`config.mk`:
```
export PLATFORM = sky130hd
export DESIGN_NAME = iter_div_flat
export DESIGN_NICKNAME = d
export VERILOG_FILES = /design/src/rtl/iter_div_if.sv /design/src/rtl/iter_div.sv /design/src/flat_wrapper.sv
export SDC_FILE = /design/constraint.sdc
export NUM_CORES = 1
export LEC_CHECK = 0
export BUFFER_PORTS_ARGS = -buffer_cell sky130_fd_sc_hd__buf_2
export CAP_MARGIN = 0
export CORE_MARGIN = 5
export CORE_UTILIZATION = 60
export CTS_CLUSTER_DIAMETER = 30
export DETAILED_ROUTE_END_ITERATION = 8
export PLACE_DENSITY = 0.81
export REMOVE_ABC_BUFFERS = 1
export SLEW_MARGIN = 40
export SYNTH_ARGS = -nofsm -noshare
export SYNTH_HDL_FRONTEND = slang
export SYNTH_SLANG_ARGS = --single-unit
export TNS_END_PERCENT = 1
```
`constraint.sdc`:
```
create_clock -name clk -period 7.2 [get_ports clk]
set_input_delay 0 -clock clk [delete_from_list [all_inputs] [get_ports clk]]
set_output_delay 0 -clock clk [all_outputs]
set_load 0.05 [all_outputs]
```
`src/rtl/iter_div_if.sv`:
```
// ---------------------------------------------------------------------------
// iter_div_if
//   Operand/result bundle between the execute stage and the iterative divider.
//
//   Handshake: the master raises start_i with operands valid. The divider
//   accepts them only while idle, and only when annul_i is low. It then holds
//   busy_o while iterating. It pulses ready_o for one cycle when result_o and
//   dz_o become valid. Those two outputs then hold until the next completion.
//   annul_i abandons an operation in flight.
//
//   Signals (WIDTH = operand width):
//     signed_div_i  1         two's-complement operands when 1
//     opdata1_i     WIDTH     dividend
//     opdata2_i     WIDTH     divisor
//     start_i       1         request
//     annul_i       1         abort / block acceptance
//     result_o      2*WIDTH   {remainder, quotient}
//     ready_o       1         completion pulse
//     busy_o        1         iterating
//     dz_o          1         divide-by-zero flag for result_o
// ---------------------------------------------------------------------------
interface iter_div_if #(
    parameter int WIDTH = 32
);
    logic                 signed_div_i;
    logic [WIDTH-1:0]     opdata1_i;
    logic [WIDTH-1:0]     opdata2_i;
    logic                 start_i;
    logic                 annul_i;
    logic [2*WIDTH-1:0]   result_o;
    logic                 ready_o;
    logic                 busy_o;
    logic                 dz_o;

    modport master (
        output signed_div_i, opdata1_i, opdata2_i, start_i, annul_i,
        input  result_o, ready_o, busy_o, dz_o
    );

    modport slave (
        input  signed_div_i, opdata1_i, opdata2_i, start_i, annul_i,
        output result_o, ready_o, busy_o, dz_o
    );
endinterface

```
`src/rtl/iter_div.sv`:
```
// ---------------------------------------------------------------------------
// iter_div
//   Iterative restoring divider. It produces signed or unsigned quotient and
//   remainder, and it performs BITS_PER_CYCLE quotient bits per clock.
//
//   Parameters:
//     WIDTH           operand width, a multiple of BITS_PER_CYCLE
//     BITS_PER_CYCLE  restoring steps per clock (1, 2 or 4)
//
//   Ports:
//     clk          clock, rising edge
//     rst          asynchronous active-low reset
//     bus          iter_div_if slave (operands, start/annul, result flags)
//     dbg_state_o  current FSM state (IDLE=0, BUSY=1, DONE=2)
//
//   Latency: the start is accepted at edge k. busy_o is high for cycles
//   k+1..k+N, where N = WIDTH/BITS_PER_CYCLE. ready_o is high in the cycle
//   after edge k+N. A zero divisor skips BUSY, so ready_o follows edge k.
// ---------------------------------------------------------------------------
module iter_div #(
    parameter int WIDTH          = 32,
    parameter int BITS_PER_CYCLE = 1
) (
    input  logic        clk,
    input  logic        rst,
    iter_div_if.slave   bus,
    output logic [1:0]  dbg_state_o
);

    localparam int CW = $clog2(WIDTH + 1);
    localparam logic [CW-1:0]    CNT_STEP = CW'(BITS_PER_CYCLE);
    localparam logic [CW-1:0]    CNT_LAST = CW'(WIDTH);
    localparam logic [WIDTH-1:0] ONE      = WIDTH'(1);

    typedef enum logic [1:0] {
        S_IDLE = 2'd0,
        S_BUSY = 2'd1,
        S_DONE = 2'd2
    } state_t;

    state_t               state_q,   state_d;
    logic [CW-1:0]        cnt_q,     cnt_d;
    logic [WIDTH-1:0]     rem_q,     rem_d;      // partial remainder
    logic [WIDTH-1:0]     quo_q,     quo_d;      // dividend bits shift out, quotient bits shift in
    logic [WIDTH-1:0]     dvs_q,     dvs_d;      // |divisor|
    logic                 neg_quo_q, neg_quo_d;
    logic                 neg_rem_q, neg_rem_d;
    logic [2*WIDTH-1:0]   result_q,  result_d;
    logic                 ready_q,   ready_d;
    logic                 busy_q,    busy_d;
    logic                 dz_q,      dz_d;

    // Modulo-2^WIDTH negation. MIN maps onto itself, so MIN / -1 needs no trap.
    function automatic logic [WIDTH-1:0] negate(input logic [WIDTH-1:0] x);
        return ~x + ONE;
    endfunction

    // Operand magnitudes. Signs only count for signed division.
    logic             op1_neg, op2_neg;
    logic [WIDTH-1:0] op1_abs, op2_abs;

    always_comb begin
        op1_neg = bus.signed_div_i & bus.opdata1_i[WIDTH-1];
        op2_neg = bus.signed_div_i & bus.opdata2_i[WIDTH-1];
        op1_abs = op1_neg ? negate(bus.opdata1_i) : bus.opdata1_i;
        op2_abs = op2_neg ? negate(bus.opdata2_i) : bus.opdata2_i;
    end

    // One clock's worth of restoring steps, MSB first. The shifted remainder
    // can need WIDTH+1 bits before the compare. After the subtract it is
    // again below the divisor.
    logic [WIDTH:0]   shifted;
    logic [WIDTH-1:0] step_rem;
    logic [WIDTH-1:0] step_quo;

    always_comb begin
        shifted  = '0;
        step_rem = rem_q;
        step_quo = quo_q;
        for (int i = 0; i < BITS_PER_CYCLE; i++) begin
            shifted  = {step_rem, step_quo[WIDTH-1]};
            step_quo = {step_quo[WIDTH-2:0], 1'b0};
            if (shifted >= {1'b0, dvs_q}) begin
                shifted     = shifted - {1'b0, dvs_q};
                step_quo[0] = 1'b1;
            end
            step_rem = shifted[WIDTH-1:0];
        end
    end

    logic [CW-1:0] cnt_next;
    assign cnt_next = cnt_q + CNT_STEP;

    always_comb begin
        state_d   = state_q;
        cnt_d     = cnt_q;
        rem_d     = rem_q;
        quo_d     = quo_q;
        dvs_d     = dvs_q;
        neg_quo_d = neg_quo_q;
        neg_rem_d = neg_rem_q;
        result_d  = result_q;
        dz_d      = dz_q;
        ready_d   = 1'b0;
        busy_d    = 1'b0;

        unique case (state_q)
            S_IDLE: begin
                if (bus.start_i && !bus.annul_i) begin
                    if (bus.opdata2_i == '0) begin
                        // The raw dividend goes to HI and an all-ones quotient to LO.
                        result_d = {bus.opdata1_i, {WIDTH{1'b1}}};
                        dz_d     = 1'b1;
                        state_d  = S_DONE;
                    end else begin
                        quo_d     = op1_abs;
                        dvs_d     = op2_abs;
                        neg_quo_d = op1_neg ^ op2_neg;
                        neg_rem_d = op1_neg;
                        cnt_d     = '0;
                        rem_d     = '0;
                        state_d   = S_BUSY;
                    end
                end
            end

            S_BUSY: begin
                if (bus.annul_i) begin
                    // Abandon the operation. The last result and flag stay visible.
                    state_d = S_IDLE;
                end else begin
                    rem_d = step_rem;
                    quo_d = step_quo;
                    cnt_d = cnt_next;
                    if (cnt_next == CNT_LAST) begin
                        result_d = {neg_rem_q ? negate(step_rem) : step_rem,
                                    neg_quo_q ? negate(step_quo) : step_quo};
                        dz_d     = 1'b0;
                        state_d  = S_DONE;
                    end
                end
            end

            S_DONE: begin
                state_d = S_IDLE;
            end

            default: begin
                state_d = S_IDLE;
            end
        endcase

        // Both flags are registered copies of the state being entered.
        busy_d  = (state_d == S_BUSY);
        ready_d = (state_d == S_DONE);
    end

    always_ff @(posedge clk or negedge rst) begin
        if (!rst) begin
            state_q   <= S_IDLE;
            cnt_q     <= '0;
            rem_q     <= '0;
            quo_q     <= '0;
            dvs_q     <= '0;
            neg_quo_q <= 1'b0;
            neg_rem_q <= 1'b0;
            result_q  <= '0;
            ready_q   <= 1'b0;
            busy_q    <= 1'b0;
            dz_q      <= 1'b0;
        end else begin
            state_q   <= state_d;
            cnt_q     <= cnt_d;
            rem_q     <= rem_d;
            quo_q     <= quo_d;
            dvs_q     <= dvs_d;
            neg_quo_q <= neg_quo_d;
            neg_rem_q <= neg_rem_d;
            result_q  <= result_d;
            ready_q   <= ready_d;
            busy_q    <= busy_d;
            dz_q      <= dz_d;
        end
    end

    assign bus.result_o = result_q;
    assign bus.ready_o  = ready_q;
    assign bus.busy_o   = busy_q;
    assign bus.dz_o     = dz_q;
    assign dbg_state_o  = state_q;

endmodule

```
`src/flat_wrapper.sv`:
```
// flat-port wrapper written by rule: the top's interface ports become plain ports
module iter_div_flat 
#(
    parameter int WIDTH          = 32,
    parameter int BITS_PER_CYCLE = 1
)
  (clk, rst, dbg_state_o, bus_signed_div_i, bus_opdata1_i, bus_opdata2_i, bus_start_i, bus_annul_i, bus_result_o, bus_ready_o, bus_busy_o, bus_dz_o);
  iter_div_if #(.WIDTH(WIDTH)) bus_i ();
  input  logic clk;
  input  logic rst;
  output logic [1:0] dbg_state_o;
  input wire logic [$bits(bus_i.signed_div_i)-1:0] bus_signed_div_i;
  input wire logic [$bits(bus_i.opdata1_i)-1:0] bus_opdata1_i;
  input wire logic [$bits(bus_i.opdata2_i)-1:0] bus_opdata2_i;
  input wire logic [$bits(bus_i.start_i)-1:0] bus_start_i;
  input wire logic [$bits(bus_i.annul_i)-1:0] bus_annul_i;
  output wire logic [$bits(bus_i.result_o)-1:0] bus_result_o;
  output wire logic [$bits(bus_i.ready_o)-1:0] bus_ready_o;
  output wire logic [$bits(bus_i.busy_o)-1:0] bus_busy_o;
  output wire logic [$bits(bus_i.dz_o)-1:0] bus_dz_o;
  assign bus_i.signed_div_i = bus_signed_div_i;
  assign bus_i.opdata1_i = bus_opdata1_i;
  assign bus_i.opdata2_i = bus_opdata2_i;
  assign bus_i.start_i = bus_start_i;
  assign bus_i.annul_i = bus_annul_i;
  assign bus_result_o = bus_i.result_o;
  assign bus_ready_o = bus_i.ready_o;
  assign bus_busy_o = bus_i.busy_o;
  assign bus_dz_o = bus_i.dz_o;
  iter_div #(.WIDTH(WIDTH), .BITS_PER_CYCLE(BITS_PER_CYCLE)) u_core (.clk(clk), .rst(rst), .bus(bus_i), .dbg_state_o(dbg_state_o));
endmodule
```
==> metrics <==
Reg2Reg Depth 17; sum of buffers and inverters on the critical path 2; CP Class reg2reg; final setup fails 0; Rel. slew slack 47.5%; FF-to-FF End u_core.bus.result_o[60]; antenna violations before repair 0; Slew Limit Fails 0; Post-synth top cells nand2_1 (215), o21ai_0 (196), dfrtp_1 (173); top-count cell post-synth nand2_1; P&R area growth vs syn 16.9%; VDD IR-drop max 159 uV; GR Overflow Total 0; crit-path cells ha_1, nand3_1, o21ba_2, o21ai_0, a2111oi_1, a211o_4, inv_4, mux2i_1, ha_1, inv_1, or2_2, nor4b_1, a21oi_1, or3_4, o41ai_2, xnor2_1, o221ai_1; Comb power frac 30.5%; measured slew at the worst slew-check pin 783 ps; post-synth top area share 34.9%; synthesized area 0.0124 mm2; Worst Setup SP u_core.rem_q[3]; worst hold path depth 5; Vias 12200; switching part of the total 36.6%; Die ar. 0.0236 mm2; ANT cells 0; drt wl/cell 18.0 um; crit-path leading delay family compound AO/OA/AOI/OAI gates; final wirelength 36000 um; Max-Cap Viols 0; cell mode on critical path ha_1; Max stage delay on crit path 590 ps; min-delay worst type in2reg; Die Ht 154 um; fillcell total 1584; Total Routing Usage GR 30.1%; clk_skew 10.4 ps; Max Fclk 181 MHz; Reg clk slew, reported paths 70 ps; register area share after synthesis 34.9%; area of the multi-input gates 0.00748 mm2; CTS tree done; clk sink count 173; Flop pwr share 37.9%; status finished, final reports clean; Root Driver clkbuf_16; Seq. cell area 0.00433 mm2; pwr dens 208 mW/mm2; post-CTS setup buffers 0; Post-CTS Resized 0; Crit-path slowest cell a211o_4; Clock Path Buffers 2; LEAKAGE 6.59 nW; number of flops mapped to enable cells by yosys 0; GPL Wtd Cong 0.966; P_sw 0.00110 W; FF-to-FF setup slack 1670 ps; largest net degree at the start of global routing 104; area leader, netlist dfrtp_1; drt pass-1 iters 5; vias in the first global route 11400; Final Util 71.4%; Initial Utilization 61.0%; IO Port Bufs 137; Max FO, Critical Path 50; final hold viol count 0; Area contributors post-synth dfrtp_1 (35%), o21ai_0 (7.9%), a21oi_1 (6.5%); CTS Buf Count 17; share of cells above drive strength 1 12.4%; Pint 0.00191 W; Die W 154 um; first-pass GRT wire length 58700 um; WP data arrival 5830 ps; site row count 52; Yosys warning count 0; Mapped Cells 1567; Seq cells post-synth 173; Hold-fix buffers, CTS 65; DR vias/cell 6.09; Crit path required time 7500 ps; FFs w/ async S/R, synth 100%; hold path endpoint u_core.dvs_q[9]; hpwl dp 25200 um; RR Startpoint u_core.rem_q[3]; Synth Area per Inst 7.91 um2; core area 0.0203 mm2; Critical Path End Type flop; element type at the critical path start flop; clock latency on the worst-skew pair 440 ps; Final nets 1822; Yosys cell types 78; final worst path period share 76.8%; RSZ-0062 raised after global routing no; DRT iter0 DRCs 1115; Power, Total 0.00301 W; hold wc startpoint bus_opdata2_i[9]; Top FF cell, synth dfrtp_1; Tmin final 5530 ps; share of power burned in the clock network 31.6%; htree depth 4; io pins 138; post-route antenna net violation count 0; Remaining DRCs 0
tightest hold or removal path, cell delays in order:
cell	delay (ps)
buf_2	80
inv_1	60
xnor2_1	130
nand2_1	70
o21ai_0	70
final cells by class:
cell class,count,area share [%]
Multi-Input combinational cell,1242,51.7
Sequential cell,173,29.9
Clock buffer,18,3.03
Timing Repair Buffer,218,10.3
Tap cell,270,2.33
Clock inverter,14,1.14
Inverter,63,1.65
worst max path at each step:
stage          cells past startpoint                      end  slack, ps
4_1_cts                           17  u_core.bus.result_o[62]       1760
3_5_place_dp                      17  u_core.bus.result_o[62]       1770
6_report                          17  u_core.bus.result_o[60]       1670
3_3_place_gp                      17  u_core.bus.result_o[62]       1940
5_1_grt                           17  u_core.bus.result_o[62]       1320
2_1_floorplan                      8  u_core.bus.result_o[54]       -520
routing by layer:
metal	share of wire (%)	global-route usage [%]	vias up
met1	42	41.5	5697
met5	0	0	-
met3	8.3	4.44	75
met4	2.9	10.1	0
met2	46	49.1	545
li1	-	-	5856
per-stage QoR:
step                      TNS (ps)  hold slack [ps]  cell area [um2]  instances  worst slack [ps]
after floorplan             -12000             -296            12000       1478              -519
after global placement           0              171            13200       1900              1940
after detailed placement         0             95.1            13200       1900              1770
after CTS                        0             10.2            14500       1997              1760
after global routing             0             45.1            14500       1998              1320
final                            0             13.5            14500       1998              1670
cells by family after synthesis:
logic type | Yosys count | synth area share, %
AOI/OAI and AO/OA | 508 | 24.6
xor gates and xnor gates | 133 | 9.40
adders and majority gates | 38 | 3.90
buffers and inverters | 152 | 4.84
DFF | 173 | 34.9
muxes | 28 | 2.27
and+or+nand+nor | 535 | 20.0
power by group through the flow:
stage          logic, W  clock network (W)  registers (W)
3_3_place_gp   0.000848                  0        0.00115
4_1_cts        0.000896           0.000964        0.00114
6_report       0.000917           0.000953        0.00114
5_1_grt         0.00102           0.000996        0.00115
2_1_floorplan  0.000623                  0        0.00115
3_5_place_dp   0.000860                  0        0.00116
sequential cells by signal (all words and copies together) (netlist names):
signal,flops
u_core.bus.result_o,64
u_core.dvs_q,32
u_core.quo_q,32
u_core.rem_q,32
u_core.cnt_q,6
u_core.dbg_state_o,2
u_core.bus.busy_o,1
u_core.bus.dz_o,1
u_core.bus.ready_o,1
u_core.neg_quo_q,1
u_core.neg_rem_q,1
placed cells by master (no fill, tap or decap), types with 16 or more instances in the layout:
cell type / n
o31ai_1: 23
a31oi_1: 17
inv_1: 62
dlygate4sd3_1: 65
nand2_1: 214
buf_2: 136
nor2_1: 128
xor2_1: 72
nor3_1: 39
ha_1: 37
mux2i_1: 27
dfrtp_1: 173
clkbuf_16: 17
nor4_1: 16
xnor2_1: 61
or3_1: 24
o21ai_0: 196
nand3_1: 24
a21oi_1: 162
(Power assumes the default switching activity.)
